`src/rtl/uart_rx_fifo.sv`:
```
// uart_rx_fifo: 8N1 UART receiver with a small circular receive FIFO.
// A two-flop synchronizer feeds a mid-bit sampling FSM. Good bytes are
// queued, and the head byte plus status flags are exposed for the IO read path.
module uart_rx_fifo #(
    parameter int CLK_FREQ_HZ = 100000000,
    parameter int BAUD_RATE   = 115200,
    parameter int FIFO_AW     = 3
) (
    input  logic       clk,
    input  logic       reset,
    input  logic       rxd,
    input  logic       rdStrobe,
    input  logic       clrErr,
    output logic [7:0] rdData,
    output logic       valid,
    output logic       full,
    output logic       overrun,
    output logic       frameErr
);

    localparam int CPB   = CLK_FREQ_HZ / BAUD_RATE;
    localparam int HALF  = CPB / 2;
    localparam int TW    = (CPB > 1) ? $clog2(CPB) : 1;
    localparam int DEPTH = 1 << FIFO_AW;

    localparam logic [TW-1:0] TICK_RELOAD = TW'(CPB - 1);
    localparam logic [TW-1:0] TICK_HALF   = TW'(HALF - 1);

    typedef enum logic [2:0] {
        IDLE,
        START,
        DATA,
        STOP,
        WAITHI
    } state_t;

    // ------------------------------------------------------------------
    // Input synchronizer (idle-high line, so both flops reset to 1)
    // ------------------------------------------------------------------
    logic rxMeta;
    logic rxS;

    // Two-flop synchronizer on the asynchronous serial line.
    always_ff @(posedge clk) begin
        if (reset) begin
            rxMeta <= 1'b1;
            rxS    <= 1'b1;
        end else begin
            rxMeta <= rxd;
            rxS    <= rxMeta;
        end
    end

    // ------------------------------------------------------------------
    // Receive FSM
    // ------------------------------------------------------------------
    state_t          stateReg, stateNext;
    logic [TW-1:0]   tickReg, tickNext;
    logic [2:0]      bitIdxReg, bitIdxNext;
    logic [7:0]      shregReg, shregNext;
    logic            pushReq;
    logic            frameErrEvt;
    logic            expired;

    assign expired = (tickReg == '0);

    // FSM state and datapath registers.
    always_ff @(posedge clk) begin
        if (reset) begin
            stateReg  <= IDLE;
            tickReg   <= '0;
            bitIdxReg <= '0;
            shregReg  <= '0;
        end else begin
            stateReg  <= stateNext;
            tickReg   <= tickNext;
            bitIdxReg <= bitIdxNext;
            shregReg  <= shregNext;
        end
    end

    // Next-state logic: the bit timer runs only while a frame is in flight
    // and every expiry reloads a full bit period, so samples stay mid-bit.
    always_comb begin
        stateNext   = stateReg;
        tickNext    = tickReg;
        bitIdxNext  = bitIdxReg;
        shregNext   = shregReg;
        pushReq     = 1'b0;
        frameErrEvt = 1'b0;
        case (stateReg)
            IDLE: begin
                if (!rxS) begin
                    stateNext  = START;
                    tickNext   = TICK_HALF;
                    bitIdxNext = '0;
                end
            end
            START: begin
                if (expired) begin
                    tickNext  = TICK_RELOAD;
                    // A line already back high at mid-start is a glitch.
                    stateNext = rxS ? IDLE : DATA;
                end else begin
                    tickNext = tickReg - 1'b1;
                end
            end
            DATA: begin
                if (expired) begin
                    tickNext             = TICK_RELOAD;
                    shregNext[bitIdxReg] = rxS;
                    bitIdxNext           = bitIdxReg + 3'd1;
                    if (bitIdxReg == 3'd7) begin
                        stateNext = STOP;
                    end
                end else begin
                    tickNext = tickReg - 1'b1;
                end
            end
            STOP: begin
                if (expired) begin
                    tickNext = TICK_RELOAD;
                    if (rxS) begin
                        pushReq   = 1'b1;
                        stateNext = IDLE;
                    end else begin
                        // Wait for the line to recover so a break reports once.
                        frameErrEvt = 1'b1;
                        stateNext   = WAITHI;
                    end
                end else begin
                    tickNext = tickReg - 1'b1;
                end
            end
            WAITHI: begin
                if (rxS) begin
                    stateNext = IDLE;
                end
            end
            default: begin
                stateNext = IDLE;
            end
        endcase
    end

    // ------------------------------------------------------------------
    // Receive FIFO: pointers carry one extra wrap bit to tell full from empty
    // ------------------------------------------------------------------
    logic [FIFO_AW:0] wrPtrReg;
    logic [FIFO_AW:0] rdPtrReg;
    logic [7:0]       mem [DEPTH];
    logic             empty;
    logic             fullInt;
    logic             doPop;
    logic             doPush;
    logic             dropByte;

    assign empty   = (wrPtrReg == rdPtrReg);
    assign fullInt = (wrPtrReg[FIFO_AW-1:0] == rdPtrReg[FIFO_AW-1:0]) &&
                     (wrPtrReg[FIFO_AW] != rdPtrReg[FIFO_AW]);

    // A pop on the same cycle frees the slot, so a push into a full FIFO
    // is only dropped when nobody is reading.
    assign doPop    = rdStrobe && !empty;
    assign doPush   = pushReq && (!fullInt || doPop);
    assign dropByte = pushReq && fullInt && !doPop;

    // Read and write pointer update.
    always_ff @(posedge clk) begin
        if (reset) begin
            wrPtrReg <= '0;
            rdPtrReg <= '0;
        end else begin
            if (doPush) begin
                wrPtrReg <= wrPtrReg + 1'b1;
            end
            if (doPop) begin
                rdPtrReg <= rdPtrReg + 1'b1;
            end
        end
    end

    // FIFO storage write; contents need no reset because empty masks rdData.
    always_ff @(posedge clk) begin
        if (doPush) begin
            mem[wrPtrReg[FIFO_AW-1:0]] <= shregReg;
        end
    end

    // Sticky error flags; a new error event wins over a simultaneous clear.
    always_ff @(posedge clk) begin
        if (reset) begin
            overrun  <= 1'b0;
            frameErr <= 1'b0;
        end else begin
            if (dropByte) begin
                overrun <= 1'b1;
            end else if (clrErr) begin
                overrun <= 1'b0;
            end
            if (frameErrEvt) begin
                frameErr <= 1'b1;
            end else if (clrErr) begin
                frameErr <= 1'b0;
            end
        end
    end

    assign rdData = empty ? 8'h00 : mem[rdPtrReg[FIFO_AW-1:0]];
    assign valid  = !empty;
    assign full   = fullInt;

endmodule

```
`config.mk`:
```
export PLATFORM = sky130hd
export DESIGN_NAME = uart_rx_fifo
export DESIGN_NICKNAME = d
export VERILOG_FILES = /design/src/rtl/uart_rx_fifo.sv
export SDC_FILE = /design/constraint.sdc
export NUM_CORES = 1
export LEC_CHECK = 0
export ABC_CLOCK_PERIOD_IN_PS = 2950
export CORE_ASPECT_RATIO = 1.75
export CORE_MARGIN = 2
export CORE_UTILIZATION = 54
export CTS_CLUSTER_DIAMETER = 200
export DETAILED_ROUTE_END_ITERATION = 12
export GPL_ROUTABILITY_DRIVEN = 0
export HOLD_SLACK_MARGIN = 0.1
export PLACE_DENSITY = 0.75
export SLEW_MARGIN = 20
export SYNTH_ARGS = -nofsm -noshare
export SYNTH_HDL_FRONTEND = slang
export SYNTH_SLANG_ARGS = --single-unit
```
`constraint.sdc`:
```
create_clock -name clk -period 2.95 [get_ports clk]
set_input_delay 0.4425 -clock clk [delete_from_list [all_inputs] [get_ports clk]]
set_output_delay 0.4425 -clock clk [all_outputs]
set_load 0.01 [all_outputs]
```
# Yosys cells after proc, flatten, opt, wreduce, memory -nomap -nowiden
# Memories as Yosys holds them, arrays and structs flattened. A register that Yosys moved wholly into a read port is not among the register bits.
# Cells that the tools add are included.
# W data, S select, Z words.
dict set report word_totals {
  input_bits 5
  output_inout_bits 12
  ram_bits 64
  n_memories 1
  mem_bits_ro 0
  ff_bits 36
  word_cells 84
  latchBits 0
}
dict set report classes {
  addsub 4
  bitwise 0
  div 0
  mux 32
  shifts 0
  n_eq_ne 14
  reduce_logical 21
  mul 0
  n_lt_le_gt_ge 2
}
# memory depth word_bits read_ports rd_ports_with_merged_regs write_ports line
set mem_list {}
lappend mem_list {mem 8 8 1 1 1 151} ;# logic [7:0] mem [DEPTH];
# cell n
set op_table {}
lappend op_table {{$mux W3} 11}
lappend op_table {{$mux W10} 2}
lappend op_table {{$pmux W10 S2} 1}
lappend op_table {{$pmux W3 S5} 1}
lappend op_table {{$mux W1} 12}
lappend op_table {{$ne A2 B2 Y1 const B} 6}
lappend op_table {{$logic_not A10 Y1} 1}
lappend op_table {{$sub A10 B1 Y10 const B} 1}
lappend op_table {{$add A4 B1 Y4 const B} 2}
lappend op_table {{$bwmux W8} 1}
lappend op_table {{$mux W8} 1}
lappend op_table {{$reduce_bool A2 Y1} 4}
lappend op_table {{$eq A3 B2 Y1 const B} 2}
lappend op_table {{$eq A3 B3 Y1 const B} 2}
lappend op_table {{$logic_and A1 B1 Y1} 6}
lappend op_table {{$pmux W3 S2} 1}
lappend op_table {{$reduce_and A6 Y1} 1}
lappend op_table {{$eq A4 B4 Y1} 1}
lappend op_table {{$lt A3 B4 Y1 const B} 1}
lappend op_table {{$reduce_and A2 Y1} 2}
lappend op_table {{$add A3 B1 Y3 const B} 1}
lappend op_table {{$demux W1 S3} 1}
lappend op_table {{$eq A3 B1 Y1 const B} 1}
lappend op_table {{$eq A3 B3 Y1} 1}
lappend op_table {{other kinds (8)} 10}

# Logic depth before layout (Yosys ltp)
# Gate-level depths: netlist of the first run.
dict set report depth {
  word_depth 7
  depth_mapped 6
  ltp_nobuf 6
}

# Least setup slack after synthesis of the first run
# No wires, ideal clock.
dict set report synth_timing {
  kind {flip-flop to flip-flop}
  startpoint {register tickReg[0]}
  endpoint {memory mem[2][0] (enable)}
  t_arrival_ps 2371
  path_buffers 0
  path_slack_ps 181
  required_time_ps 2552
  path_stages_with_launch 7
  setup_time_ps 398
  synth_period_minus_slack_ps 2769
  path_cell_list {dfxtp_1 -> inv_1 -> ha_1 -> nor3b_2 -> nand3_1 -> a211o_1 -> nor4b_1}
}
dict set report synth_via {
  elab_chain_cells 6
}
# item line
set synth_rtl {}
lappend synth_rtl {{start, declared} 58} ;# logic [TW-1:0] tickReg, tickNext;
lappend synth_rtl {{start signal, assigned} 76} ;# tickReg <= tickNext;
lappend synth_rtl {{$logic_not A10 Y1} 65} ;# assign expired = (tickReg == '0);
lappend synth_rtl {{$mux W1} 121} ;# if (expired) begin
lappend synth_rtl {{$mux W1} 91} ;# case (stateReg)
lappend synth_rtl {{$logic_and A1 B1 Y1} 165} ;# assign doPush = pushReq && (!fullInt || doPop);
lappend synth_rtl {{$mux W1} 185} ;# if (doPush) begin
lappend synth_rtl {{$mux W1 (implied by the code)} 186} ;# mem[wrPtrReg[FIFO_AW-1:0]] <= shregReg;
lappend synth_rtl {{end, declared} 151}
# No other way between the ends.

==> results of run 1 <==
-- final timing paths --
| kind | endpoint | cells after the start | slack [ns] |
|---|---|---|---|
| worst max register to register | mem[2][0] | 7 | 0.34 |
| worst min register to register | rxS | 1 | 0.42 |
| worst min-delay path | rxS | 1 | 0.42 |
| worst max-delay path | rdData[3] | 5 | 0.26 |
-- through the flow --
| step | setup slack [ns] | cell area, sq um | power [mW] |
|---|---|---|---|
| 4_1_cts | 0.00687 | 5110 | 2.91 |
| 6_report | 0.259 | 5120 | 2.89 |
| 3_5_place_dp | 0.381 | 4810 | 1.76 |
| 2_1_floorplan | 0.181 | 4530 | 1.71 |
| 5_1_grt | 0.111 | 5120 | 2.99 |
| 3_3_place_gp | 0.439 | 4810 | 1.76 |
-- final cells by class --
class,instances,area [sq um],area share
well taps,92,115,0.0225
multi-input cells,213,1700,0.332
inverters,9,33.8,0.00660
clock inverters,7,72.6,0.0142
repair buffers,29,270,0.0528
clock buffers,9,225,0.0440
flip-flops and latches,103,2700,0.528
-- sequential cells by signal, summed over array words and instances (netlist names), named ones only --
register,count
mem,64
tickReg,10
shregReg,8
rdPtrReg,4
wrPtrReg,4
bitIdxReg,3
stateReg,3
frameErr,1
overrun,1
rxMeta,1
rxS,1
-- critical path, delay by kind of cell (launching register included) --
| family | cells | cell delay (ns) |
|---|---|---|
| buffers and inverters | 2 | 0.79 |
| flip-flops | 1 | 0.31 |
| multiplexers | 2 | 0.73 |
| AND/OR/NAND/NOR | 1 | 0.06 |
-- logic make-up after synthesis --
kind of cell,count (synthesis)
simple gates,105
flops,103
compound gates,66
buf+inv,31
mux,30
xor+xnor,6
fa+ha+maj,6
-- power groups by stage --
stage               clock network [mW]  logic, mW  registers, mW
floorplan                            0      0.139           1.57
global placement                     0      0.175           1.58
detailed placement                   0      0.177           1.58
CTS                               1.18      0.178           1.55
global route                      1.24      0.198           1.55
finish                            1.16      0.180           1.55
-- routing by layer --
layer / global-route usage / vias to the layer above / routed length, um
li1: - / 1367 / -
met1: 0.228 / 1401 / 3270
met2: 0.380 / 49 / 5050
met3: 0.0419 / 12 / 231
met4: 0.0741 / 0 / 131
met5: 0 / - / 0
-- cell usage in the layout, fill, tap and decap left out, types with 4 or more instances in the layout --
master and n:
buf_4 12, nand3_1 11, nand2b_1 4, xor2_1 5, a21oi_1 23, o31ai_1 4
o21ai_0 14, ha_1 6, mux4_2 16, nand4_1 5, dfxtp_1 39, nor3_1 7
clkbuf_16 9, nor2b_1 6, nor2_1 28, or3_1 4, nand2_1 11, clkdlybuf4s50_1 16
mux2i_1 11, edfxtp_1 64, inv_1 9
-- repair_timing --
| action | CTS | global route |
|---|---|---|
| gates resized for setup | 0 | 1 |
| endpoints found under the hold margin | 0 | 0 |
| endpoints found under the setup margin | 0 | 9 |
| setup buffers | 0 | 0 |
==> impl_metrics.env, run 1 <==
export IMPL_setup_viol=0
export IMPL_end_kind="output port"
export IMPL_grt_usage=0.207
export IMPL_r2r_start="tickReg[0]"
export IMPL_clock_sinks=103
export IMPL_grt_start_max_net_pins=25
export IMPL_power_leakage_nw=1.70
export IMPL_synth_edf_count=64
export IMPL_yosysWarnings=0
export IMPL_placeableCoreArea_sq_mm=0.00820
export IMPL_dieWidth_um=73.2
export IMPL_critPathSlowestCell="mux4_2"
export IMPL_muxShareOfSynthArea=0.111
export IMPL_cts_buffer_depth=2
export IMPL_cp_max_fo=16
export IMPL_worstHoldPathType="reg2reg"
export IMPL_viasPerCell=6.12
export IMPL_ioPinCount=17
export IMPL_pwr_share_clk=0.401
export IMPL_hold_viol=0
export IMPL_p_comb_frac=0.062
export IMPL_p_int_mw=2.26
export IMPL_max_cap_viol_count=0
export IMPL_max_freq_mhz=372
export IMPL_fillCellCount=606
export IMPL_synth_main_ff_cell="edfxtp_1"
export IMPL_final_util=0.624
export IMPL_synth_seq_cells=103
export IMPL_yosys_cell_count_top_type="edfxtp_1"
export IMPL_netlist_area_leader_share=0.424
export IMPL_fin_skew_ns=0.00596
export IMPL_drc_errors=0
export IMPL_cts_buffers=9
export IMPL_worst_hold_slack_ns=0.415
export IMPL_synth_top_family_by_area="simple AND/OR/NAND/NOR gates"
export IMPL_synth_area_sq_mm=0.00453
export IMPL_die_area_sq_mm=0.00917
export IMPL_fin_nets=376
export IMPL_path_cells="buf_4 -> mux4_2 -> mux2i_1 -> nor2_1 -> clkdlybuf4s50_1"
export IMPL_gr_total_overflow=0
export IMPL_antenna_found_initial=0
export IMPL_worst_slew_pin_slew_ns=0.652
export IMPL_grt_pass1_wl_um=14200
export IMPL_switching_share=0.218
export IMPL_power_frac_seq=0.536
export IMPL_syn_to_final_growth_pct=13.0
export IMPL_power_switching_mw=0.631
export IMPL_tns_ns=0
export IMPL_worstHoldStart="rxMeta"
export IMPL_postSynthCellCount=347
export IMPL_row_count=44
export IMPL_stdcell_count=462
export IMPL_status="finished clean"
export IMPL_vias=2829
export IMPL_arrival_ns=2.25
export IMPL_final_min_clock_period_ns=2.69
export IMPL_yosysUniqueCellTypes=59
export IMPL_htree_levels=3
export IMPL_power_density_mw_per_mm2=565
export IMPL_drive_gt1_frac=0.168
export IMPL_relSlewSlack=0.564
export IMPL_synthTopCellsByArea="edfxtp_1 42%, dfxtp_1 17%, mux4_2 8.0%"
export IMPL_antenna_cells=0
export IMPL_cp_required_ns=2.51
export IMPL_drtIter0Drc=221
export IMPL_dp_cells=446
export IMPL_path_clk_slew_ns=0.07
export IMPL_worstSetupStartpointType="flip-flop"
export IMPL_synthSimpleGateAreaFrac=0.138
export IMPL_crit_type="reg2out"
export IMPL_place_hpwl_um=6140
export IMPL_synth_adder_area_share=0.0166
export IMPL_synth_common_cells="64 x edfxtp_1, 39 x dfxtp_1, 28 x nor2_1, 23 x a21oi_1, 16 x mux4_2"
export IMPL_totalWireLength_um=8680
export IMPL_syn_nets=358
export IMPL_fp_dieH_um=125
export IMPL_syn_area_per_cell_sq_um=13.1
export IMPL_ctsHoldBuffers=0
export IMPL_numPortBuffers=16
export IMPL_drtAntennaViolNets=0
export IMPL_ir_drop_mv=0.352
export IMPL_synthArstFlopShare=0
export IMPL_grt_pass1_vias=2794
export IMPL_cts_tree="built"
export IMPL_rsz0062_at_grt="no"
export IMPL_dr_pass1_iters=4
export IMPL_start_util=0.552
export IMPL_synth_yosys_seq_area_share=0.597
export IMPL_synth_area_leader_cell="edfxtp_1"
export IMPL_synth_compound_area_frac=0.0956
export IMPL_clockRootBuffer="clkbuf_16"
export IMPL_worstSkewPairLatency_ns=0.34
export IMPL_period_share=0.912
export IMPL_slowest_delay_ns=0.55
export IMPL_synth_xor_area_frac=0.0116
export IMPL_wire_per_inst_um=18.8
export IMPL_maxSlewViolCount=0
No activity file was read; power rests on OpenSTA's default activity.
==> run 2: changes to the inputs <==
==> constraint.sdc (replaced) <==
create_clock -name clk -period 2.95 [get_ports clk]
set_input_delay 0.4425 -clock clk [delete_from_list [all_inputs] [get_ports clk]]
set_output_delay 0.4425 -clock clk [all_outputs]
set_load 0.1 [all_outputs]
==> run 2 against run 1 <==
Compared with the run above:
- setup slack worse by 0.045 ns
- die area is the same
- largest cell class unchanged
- critical path type unchanged
- via count increased by 0.74%
==> impl_metrics.env, run 2 (synthesized netlist as in run 1, its figures left out) <==
export IMPL_critPathTopFamily="simple AND/OR/NAND/NOR gates"
export IMPL_die_area_sq_mm=0.00917
export IMPL_dieWidth_um=73.2
export IMPL_setup_viol=0
export IMPL_htree_levels=3
export IMPL_fin_skew_ns=0.00818
export IMPL_placeableCoreArea_sq_mm=0.00820
export IMPL_relSlewSlack=0.394
export IMPL_worst_slew_pin_slew_ns=0.902
export IMPL_power_leakage_nw=1.74
export IMPL_cp_required_ns=2.51
export IMPL_path_cells="xor2_1 -> nor4_2 -> nor2_1 -> buf_12"
export IMPL_ctsHoldBuffers=0
export IMPL_maxSlewViolCount=0
export IMPL_mostFrequentLayoutCells="64 x edfxtp_1, 39 x dfxtp_1, 28 x nor2_1"
export IMPL_fin_nets=374
export IMPL_drc_errors=0
export IMPL_place_hpwl_um=6610
export IMPL_worstSkewPairLatency_ns=0.34
export IMPL_power_density_mw_per_mm2=567
export IMPL_path_buf_inv=1
export IMPL_path_clk_slew_ns=0.07
export IMPL_ioPinCount=17
export IMPL_worstSetupStartpointType="flip-flop"
export IMPL_totalWireLength_um=9120
export IMPL_post_cts_setup_buffers=0
export IMPL_fp_dieH_um=125
export IMPL_post_cts_resized=0
export IMPL_cts_buffers=9
export IMPL_vias=2850
export IMPL_cts_tree="built"
export IMPL_worst_hold_slack_ns=0.412
export IMPL_clockRootBuffer="clkbuf_16"
export IMPL_wire_per_inst_um=19.8
export IMPL_numPortBuffers=16
export IMPL_rsz0062_at_grt="no"
export IMPL_period_share=0.927
export IMPL_grt_pass1_wl_um=14600
export IMPL_cp_max_fo=10
export IMPL_row_count=44
export IMPL_viasPerCell=6.20
export IMPL_start_util=0.552
export IMPL_place_area_sq_mm=0.00487
export IMPL_crit_type="reg2out"
export IMPL_gr_total_overflow=0
export IMPL_final_common_cell="edfxtp_1"
export IMPL_status="finished clean"
export IMPL_dr_pass1_iters=4
export IMPL_ir_drop_mv=0.416
export IMPL_hold_viol=0
export IMPL_cts_buffer_depth=2
export IMPL_worstHoldPathType="reg2reg"
export IMPL_grt_usage=0.217
export IMPL_grt_pass1_vias=2857
export IMPL_stdcell_area_sq_mm=0.00518
export IMPL_arrival_ns=2.29
export IMPL_drive_gt1_frac=0.196
export IMPL_clock_sinks=103
export IMPL_drtIter0Drc=206
export IMPL_drtAntennaViolNets=0
export IMPL_antenna_cells=0
export IMPL_antenna_found_initial=0
export IMPL_largest_register_ffs=64
export IMPL_max_freq_mhz=365
export IMPL_grt_start_max_net_pins=25
export IMPL_final_min_clock_period_ns=2.74
export IMPL_slowest_delay_ns=0.82
export IMPL_tns_ns=0
export IMPL_critPathSlowestCell="nor4_2"
export IMPL_syn_to_final_growth_pct=14.4
export IMPL_max_cap_viol_count=0
export IMPL_end_kind="output port"
-- run 2: cell count changes in the layout (fill, tap and decap cells not counted) --
cell	before	now
buf_12	1	9
buf_4	12	14
clkbuf_8	0	1
clkdlybuf4s50_1	16	4
clkinv_2	2	0
clkinv_4	1	2
clkinvlp_4	2	1
inv_8	0	1
nor4_2	0	1
nor4_4	2	1
-- run 2: routing by layer --
layer	vias to the layer above	routed length [um]	global-route usage
met5	-	0	0
met4	0	198	0.0861
met3	13	280	0.0322
met2	57	5460	0.413
met1	1406	3180	0.226
li1	1374	-	-
-- run 2: layout make-up --
class,count,area [sq um]
Clock buffer,10,239
Clock inverter,6,75.1
Fill cell,607,3020
Inverter,9,33.8
Multi-Input combinational cell,213,1690
Sequential cell,103,2700
Tap cell,92,115
Timing Repair Buffer,27,325
-- run 2: where the power goes --
part | switching, mW | internal [mW]
clock network | 0.520 | 0.692
registers | 0.0251 | 1.53
logic | 0.104 | 0.0738
-- run 2: path summary, 6_finish.rpt --
kind	depth (start not counted)	end	slack, ns	from
worst max-delay path	4	rdData[0]	0.21	wrPtrReg[1]
worst min-delay path	1	rxS	0.41	rxMeta
worst max register to register	7	mem[3][1]	0.45	tickReg[0]
worst min register to register	1	rxS	0.41	rxMeta
-- run 2: per-stage QoR --
step	utilization	worst slack [ns]	instances	power [mW]
final	0.632	0.214	460	2.94
after global routing	0.632	0.0328	460	3.03
after CTS	0.632	0.138	460	2.96
after detailed placement	0.593	0.487	444	1.76
after global placement	0.593	0.629	444	1.75
after floorplan	-	0.0432	347	1.71
